**src/rtl/display_timing.sv**
```systemverilog
// display_timing: 640x480@60 VGA raster timing generator with a board-clock-to-pixel divider.
module display_timing #(
  parameter int unsigned CLK_DIV     = 4,
  parameter int unsigned H_TOTAL     = 800,
  parameter int unsigned H_SYNC      = 96,
  parameter int unsigned H_ACT_START = 144,
  parameter int unsigned H_ACT_END   = 784,
  parameter int unsigned V_TOTAL     = 525,
  parameter int unsigned V_SYNC      = 2,
  parameter int unsigned V_ACT_START = 35,
  parameter int unsigned V_ACT_END   = 515
) (
  input  logic       clk,
  input  logic       rst,
  output logic [9:0] hCount,
  output logic [9:0] vCount,
  output logic       hSync,
  output logic       vSync,
  output logic       bright,
  output logic       pix_en,
  output logic       line_tick,
  output logic       frame_tick
);
  localparam logic [3:0] DIV_LAST = 4'(CLK_DIV - 1);
  localparam logic [9:0] H_LAST   = 10'(H_TOTAL - 1);
  localparam logic [9:0] V_LAST   = 10'(V_TOTAL - 1);
  localparam logic [9:0] HS       = 10'(H_SYNC);
  localparam logic [9:0] VS       = 10'(V_SYNC);
  localparam logic [9:0] HA       = 10'(H_ACT_START);
  localparam logic [9:0] HE       = 10'(H_ACT_END);
  localparam logic [9:0] VA       = 10'(V_ACT_START);
  localparam logic [9:0] VE       = 10'(V_ACT_END);
  logic [3:0] div_q, div_d;
  logic [9:0] h_q, h_d, v_q, v_d;
  logic       hs_q, hs_d, vs_q, vs_d, br_q, br_d;
  // An undivided clock has no divider state to hold pix_en low, so gate it with reset directly.
  assign pix_en     = (div_q == DIV_LAST) && (CLK_DIV > 1 || !rst);
  assign line_tick  = pix_en && (h_q == H_LAST);
  assign frame_tick = line_tick && (v_q == V_LAST);
  assign hCount     = h_q;
  assign vCount     = v_q;
  assign hSync      = hs_q;
  assign vSync      = vs_q;
  assign bright     = br_q;
  // Qualifiers are decoded from next-state counters so they stay aligned with hCount/vCount.
  always_comb begin
    div_d = pix_en ? 4'd0 : div_q + 4'd1;
    h_d   = pix_en ? ((h_q == H_LAST) ? 10'd0 : h_q + 10'd1) : h_q;
    v_d   = line_tick ? ((v_q == V_LAST) ? 10'd0 : v_q + 10'd1) : v_q;
    hs_d  = h_d >= HS;
    vs_d  = v_d >= VS;
    br_d  = (h_d >= HA) && (h_d < HE) && (v_d >= VA) && (v_d < VE);
  end
  always_ff @(posedge clk) begin
    if (rst) begin
      div_q <= '0;
      h_q   <= '0;
      v_q   <= '0;
      hs_q  <= 1'b0;
      vs_q  <= 1'b0;
      br_q  <= 1'b0;
    end else begin
      div_q <= div_d;
      h_q   <= h_d;
      v_q   <= v_d;
      hs_q  <= hs_d;
      vs_q  <= vs_d;
      br_q  <= br_d;
    end
  end
endmodule
```
**config.mk**
```make
export PLATFORM = sky130hd
export DESIGN_NAME = display_timing
export DESIGN_NICKNAME = d
export VERILOG_FILES = /design/src/rtl/display_timing.sv
export SDC_FILE = /design/constraint.sdc
export NUM_CORES = 1
export LEC_CHECK = 0
export CORE_UTILIZATION = 40
export CTS_CLUSTER_DIAMETER = 40
export CTS_CLUSTER_SIZE = 24
export DETAILED_ROUTE_END_ITERATION = 10
export PLACE_DENSITY = 0.67
export SLEW_MARGIN = 40
export SYNTH_ARGS = -nofsm -noshare
export SYNTH_HDL_FRONTEND = slang
export SYNTH_SLANG_ARGS = --single-unit
```
**constraint.sdc**
```tcl
create_clock -name clk -period 2.68 [get_ports clk]
set_input_delay 0.402 -clock clk [delete_from_list [all_inputs] [get_ports clk]]
set_output_delay 0.402 -clock clk [all_outputs]
set_load 0.02 [all_outputs]
```
* Yosys cells after proc, flatten, opt, wreduce, memory -nomap -nowiden
Index checks and enable logic that the tools add are counted.
** Word-level totals
- Register bits :: 27
- Bits of input ports :: 2
- Output and inout port bits :: 26
- Logic and storage cells :: 28
** Operators by class
- $add $sub $neg :: 3
- $lt $le $gt $ge :: 6
- Eq/ne operators :: 3
- Multiplexer cells :: 4
- Reduce and logical (&&, ||, !) cells :: 6
** Operator list (count)
- 10-bit two-way mux :: 4
- 10-bit by 1-bit adder with 10-bit output (second input constant) :: 2
- 10-bit equality test (second input constant) :: 2
- 10-bit less-than comparator (second input constant) :: 2
- 10-bit by 2-bit >= comparator with 1-bit output (second input constant) :: 1
- 10-bit by 6-bit >= comparator with 1-bit output (second input constant) :: 1
- 10-bit by 7-bit >= comparator with 1-bit output (second input constant) :: 1
- 10-bit by 8-bit >= comparator with 1-bit output (second input constant) :: 1
- 1-bit logical AND :: 5
- 4-bit by 1-bit adder with 4-bit output (second input constant) :: 1
- 4-bit by 2-bit equality test with 1-bit output (second input constant) :: 1
- 2-bit OR reduction :: 1

* Depth between registers and ports, before layout
- Depth in word-level cells :: 7
- Mapped depth :: 10
- Depth with buffers taken out :: 8

* Worst setup path after synthesis
OpenSTA, ideal clock, no wires.
- Path kind :: reg2reg
- Start :: reg h_q[0] (netlist: hCount[0])
- End :: reg br_q (netlist: bright)
- Library setup time :: 0.074 ns
- Arrival :: 2.793 ns
- Required time :: 2.606 ns
- Path slack :: -0.187 ns
- Stages on the path, launching flop included :: 11
- Path buffers :: 2
- Clock period less this slack :: 2.867 ns
- Path through :: dfxtp_1 > ha_1 > nand4bb_1 > or4_1 > buf_2 > inv_2 > buf_2 > a31oi_1 > a221o_1 > or4_1 > a31oi_1
** Between the ends
- Elaborated cells between the ends (all ways) :: 13
- Those cells by class :: add/sub (1); order compare (4); eq/ne (1); mux (3); reduce/logical (4)
** RTL lines
- start: declaration :: RTL line 34 : logic [9:0] h_q, h_d, v_q, v_d;
- start signal: assignment :: RTL line 57 : h_q <= '0;
- start signal: assignment :: RTL line 64 : h_q <= h_d;
- 10-bit equality test * :: RTL line 38 : assign line_tick = pix_en && (h_q == H_LAST);
- 1-bit logical AND * :: RTL line 38
- named net line_tick :: RTL line 21 : output logic line_tick,
- 10-bit two-way mux * :: RTL line 49 : v_d = line_tick ? ((v_q == V_LAST) ? 10'd0 : v_q + 10'd1) : v_q;
- 10-bit by 6-bit >= comparator with 1-bit output :: RTL line 52 : br_d = (h_d >= HA) && (h_d < HE) && (v_d >= VA) && (v_d < VE);
- 1-bit logical AND :: RTL line 52
- 1-bit logical AND * :: RTL line 52
- end signal: assignment :: RTL line 68 : br_q <= br_d;
- end: declaration :: RTL line 35 : logic hs_q, hs_d, vs_q, vs_d, br_q, br_d;
The timed path passes the listed nets; every way through them passes the cells marked *.
A chain may end at the register's enable or synchronous reset.

* Worst setup path after layout
- Start :: reg div_q[0]
- End :: reg br_q (netlist: bright)
** Between the ends
- Word-level cells in the longest chain between the ends :: 6
- Elaborated cells between the ends (all ways) :: 11
- Those cells by class :: order compare (4); eq/ne (1); mux (2); reduce/logical (4)
** RTL lines
- start: declaration :: RTL line 33 : logic [3:0] div_q, div_d;
- start signal: assignment :: RTL line 63 : div_q <= div_d;
- 4-bit by 2-bit equality test with 1-bit output * :: RTL line 37 : assign pix_en = (div_q == DIV_LAST) && (CLK_DIV > 1 || !rst);
- 10-bit two-way mux or 1-bit logical AND (tied branches) :: RTL line 48, 38
- 10-bit by 8-bit >= comparator with 1-bit output (tied with other cells) :: RTL line 52
- 1-bit logical AND or 10-bit by 6-bit >= comparator with 1-bit output (tied branches) :: RTL line 52
- 1-bit logical AND :: RTL line 52
- 1-bit logical AND * :: RTL line 52
Every way passes the cells marked *; elsewhere a longest branch is shown, timed or not.

==> results.toml <==
[status]
status = "finished, final reports clean"

[sta]
max-slew-margin-rel_pct = 62.3
worst_pin_slew_ns = 0.551
fmax_mhz = 385
finClkSkew_ns = 0.00705
rsz0062_at_grt = "yes"
finalCriticalPeriod_ns = 2.60
holdWs_ns = 0.463
finalSetupViolCount = 0
finalCritPeriodShare_pct = 96.9
hold_viol = 0
setup_slack_ns = 0.0843
maxSlewViolCount = 0

[die]
die_h_microns = 64.7
die_x_microns = 64.7
num_rows = 22
core_area_sq_um = 3720
die_area_sq_um = 4180
ioPinCount = 28
start_util_pct = 42.3

[setup_path]
startpoint_type = "register"
slowest_stage = "or4_4"
crit_type = "register to register"
crit_required_ns = 2.89
cp_max_fo = 7
path_cells = "ha_4 > nand4bb_1 > or4_4 > buf_6 > a21o_1 > a221o_1 > or4_1 > a31oi_1"
arrival_ns = 2.80
max_stage_delay_ns = 0.59
cp-end-kind = "register"

[place]
hpwl_microns = 3100
post-place-ws_ns = 0.00940
io_buffers = 27
gp_congestion = 0.920

[synthesis]
ys_seq_area_share_pct = 34.4
synth_area_sq_um = 1570
synth_area_per_cell_sq_um = 8.01
postSynthCellCount = 196
postSynth.asyncResetShare_pct = 0
synth_cell_types = 51
synth-edff-count = 0
ys.flop_type = "dfxtp_1"
ys_ff_latch = 27
synthesis.nets = 202
yosysWarnings = 0

[clocking]
root_buffer = "clkbuf_8"
numClockSinks = 27
cts.clk_slew.worst_paths_ns = 0.10
cts_tree = "built"
clockBufferDepth = 2
cts_htree_levels = 1
clk_latency_ns = 0.27
cts_buffers = 3

[global_routing]
grt_usage_pct = 21.5
grt_max_degree = 16
grt_pass1_vias = 1469
antenna_found_initial = 0
grt_pass1_wl_microns = 7040
grt_remaining_overflow = 0

[final_layout]
fill_cells = 349
antennaDiodeCount = 0
layout_commonest_cell = "buf_4"
drive_gt1_share_pct = 23.4
areaGrowthSynthToFinish_pct = 40.6
final_nets = 251
final_cell_mix = "buf_4 (28), clkdlybuf4s50_1 (24), nand2_1 (21), nor2_1 (21), dfxtp_1 (16)"

[pwr]
power_leakage_nw = 0.803
ir_worst_vdd_mv = 0.304
finalPower_w = 0.000716
power_density_nw_per_um2 = 325

[detailed_routing]
wl_per_cell_microns = 14.5
ant_nets = 0
wirelength_microns = 4240
firstDrtPassIters = 4
via_per_inst = 5.60
drtIter0Drc = 118
route.vias.total = 1635
post-route-drc-count = 0

[job]
maxCapViolCount = 0

[worst_hold_path]
worstHoldPathType = "register to register"
-- logic make-up after synthesis --
family | share of synthesized area [%]
multiplexers | 0.717
AO/OA/AOI/OAI | 18.8
adder cells (fa/ha/maj) | 3.19
buffers and inverters | 5.90
flip-flops | 34.4
XOR/XNOR | 5.02
AND/OR/NAND/NOR | 32.0
-- final cells by class --
class	instances	area, sq um	area share, %
clock buffer	4	45.0	2.04
inverter	8	32.5	1.47
multi-input combinational	149	1020	46.3
sequential	27	559	25.3
tap	48	60.1	2.72
timing repair buffer	56	488	22.1
-- sequential cells by signal, indices dropped and copies added, names as in the netlist --
register and cells:
vCount 10, vSync 1, hSync 1, div_q 4, hCount 10, bright 1
-- report_power, final --
part | internal, W | total (W) | switching (W)
clock | 0.000107 | 0.000235 | 0.000128
sequential | 0.000409 | 0.000418 | 0.00000856
combinational | 0.0000298 | 0.0000634 | 0.0000336
-- per-layer routing --
metal | track usage, % | part of all wire [%] | vias up
li1 | - | - | 816
met1 | 31.9 | 50 | 773
met2 | 32.4 | 46 | 41
met3 | 3.17 | 3.3 | 5
met4 | 5.28 | 0.85 | 0
met5 | 0 | 0 | -
-- worst paths after layout --
path	startpoint	end	slack, ns	cells past startpoint
setup reg to reg	div_q[0]	bright	0.08	8
setup / recovery	div_q[0]	bright	0.08	8
hold / removal	div_q[0]	div_q[0]	0.46	1
hold reg to reg	div_q[0]	div_q[0]	0.46	1
-- cells in the mapped netlist, types with 2 or more instances --
library cell / instances / area [sq um]
buf_2: 2 / 10.0
inv_1: 7 / 26.3
o211ai_1: 2 / 15.0
ha_1: 4 / 50.1
nand4bb_1: 2 / 22.5
dfxtp_1: 27 / 541
or3_1: 2 / 12.5
a31oi_1: 5 / 31.3
buf_6: 2 / 22.5
nor4_1: 4 / 25.0
nor2b_1: 2 / 12.5
xor2_1: 6 / 52.6
nand4_1: 5 / 31.3
a21oi_1: 9 / 45.0
a2111oi_2: 2 / 30.0
o21a_1: 2 / 15.0
or4_1: 6 / 45.0
nand2_1: 21 / 78.8
and2_1: 5 / 31.3
clkbuf_1: 8 / 30.0
nor3_1: 4 / 20.0
and3_1: 4 / 25.0
o21ai_0: 6 / 30.0
xnor2_1: 3 / 26.3
nand4b_1: 2 / 17.5
nor2_1: 21 / 78.8
nand3_1: 9 / 45.0
-- metrics by stage --
step           instance area (sq um)  util [%]  setup TNS, ns  std cells
2_1_floorplan                   1590         -              0        196
4_1_cts                         2100      56.6              0        289
5_1_grt                         2210      59.4        -0.0386        292
3_3_place_gp                    2050      55.1              0        285
3_5_place_dp                    2050      55.1              0        285
6_report                        2210      59.4              0        292
-- timing repair --
action                                  4_1_cts  5_1_grt
resized for setup                             5       16
pin swaps                                     0        4
endpoints found under the setup margin        4        1
hold buffers                                  0        0
buffers inserted                              0        3
-- critical path: cells and delay by family, from the launching register on --
family	cells	cell delay, ns
AOI/OAI and AO/OA	3	0.62
adders and majority gates	1	0.14
buffers and inverters	1	0.16
DFF	1	0.38
and+or+nand+nor	3	1.23
Note: power is estimated with default switching activity, not from simulation.
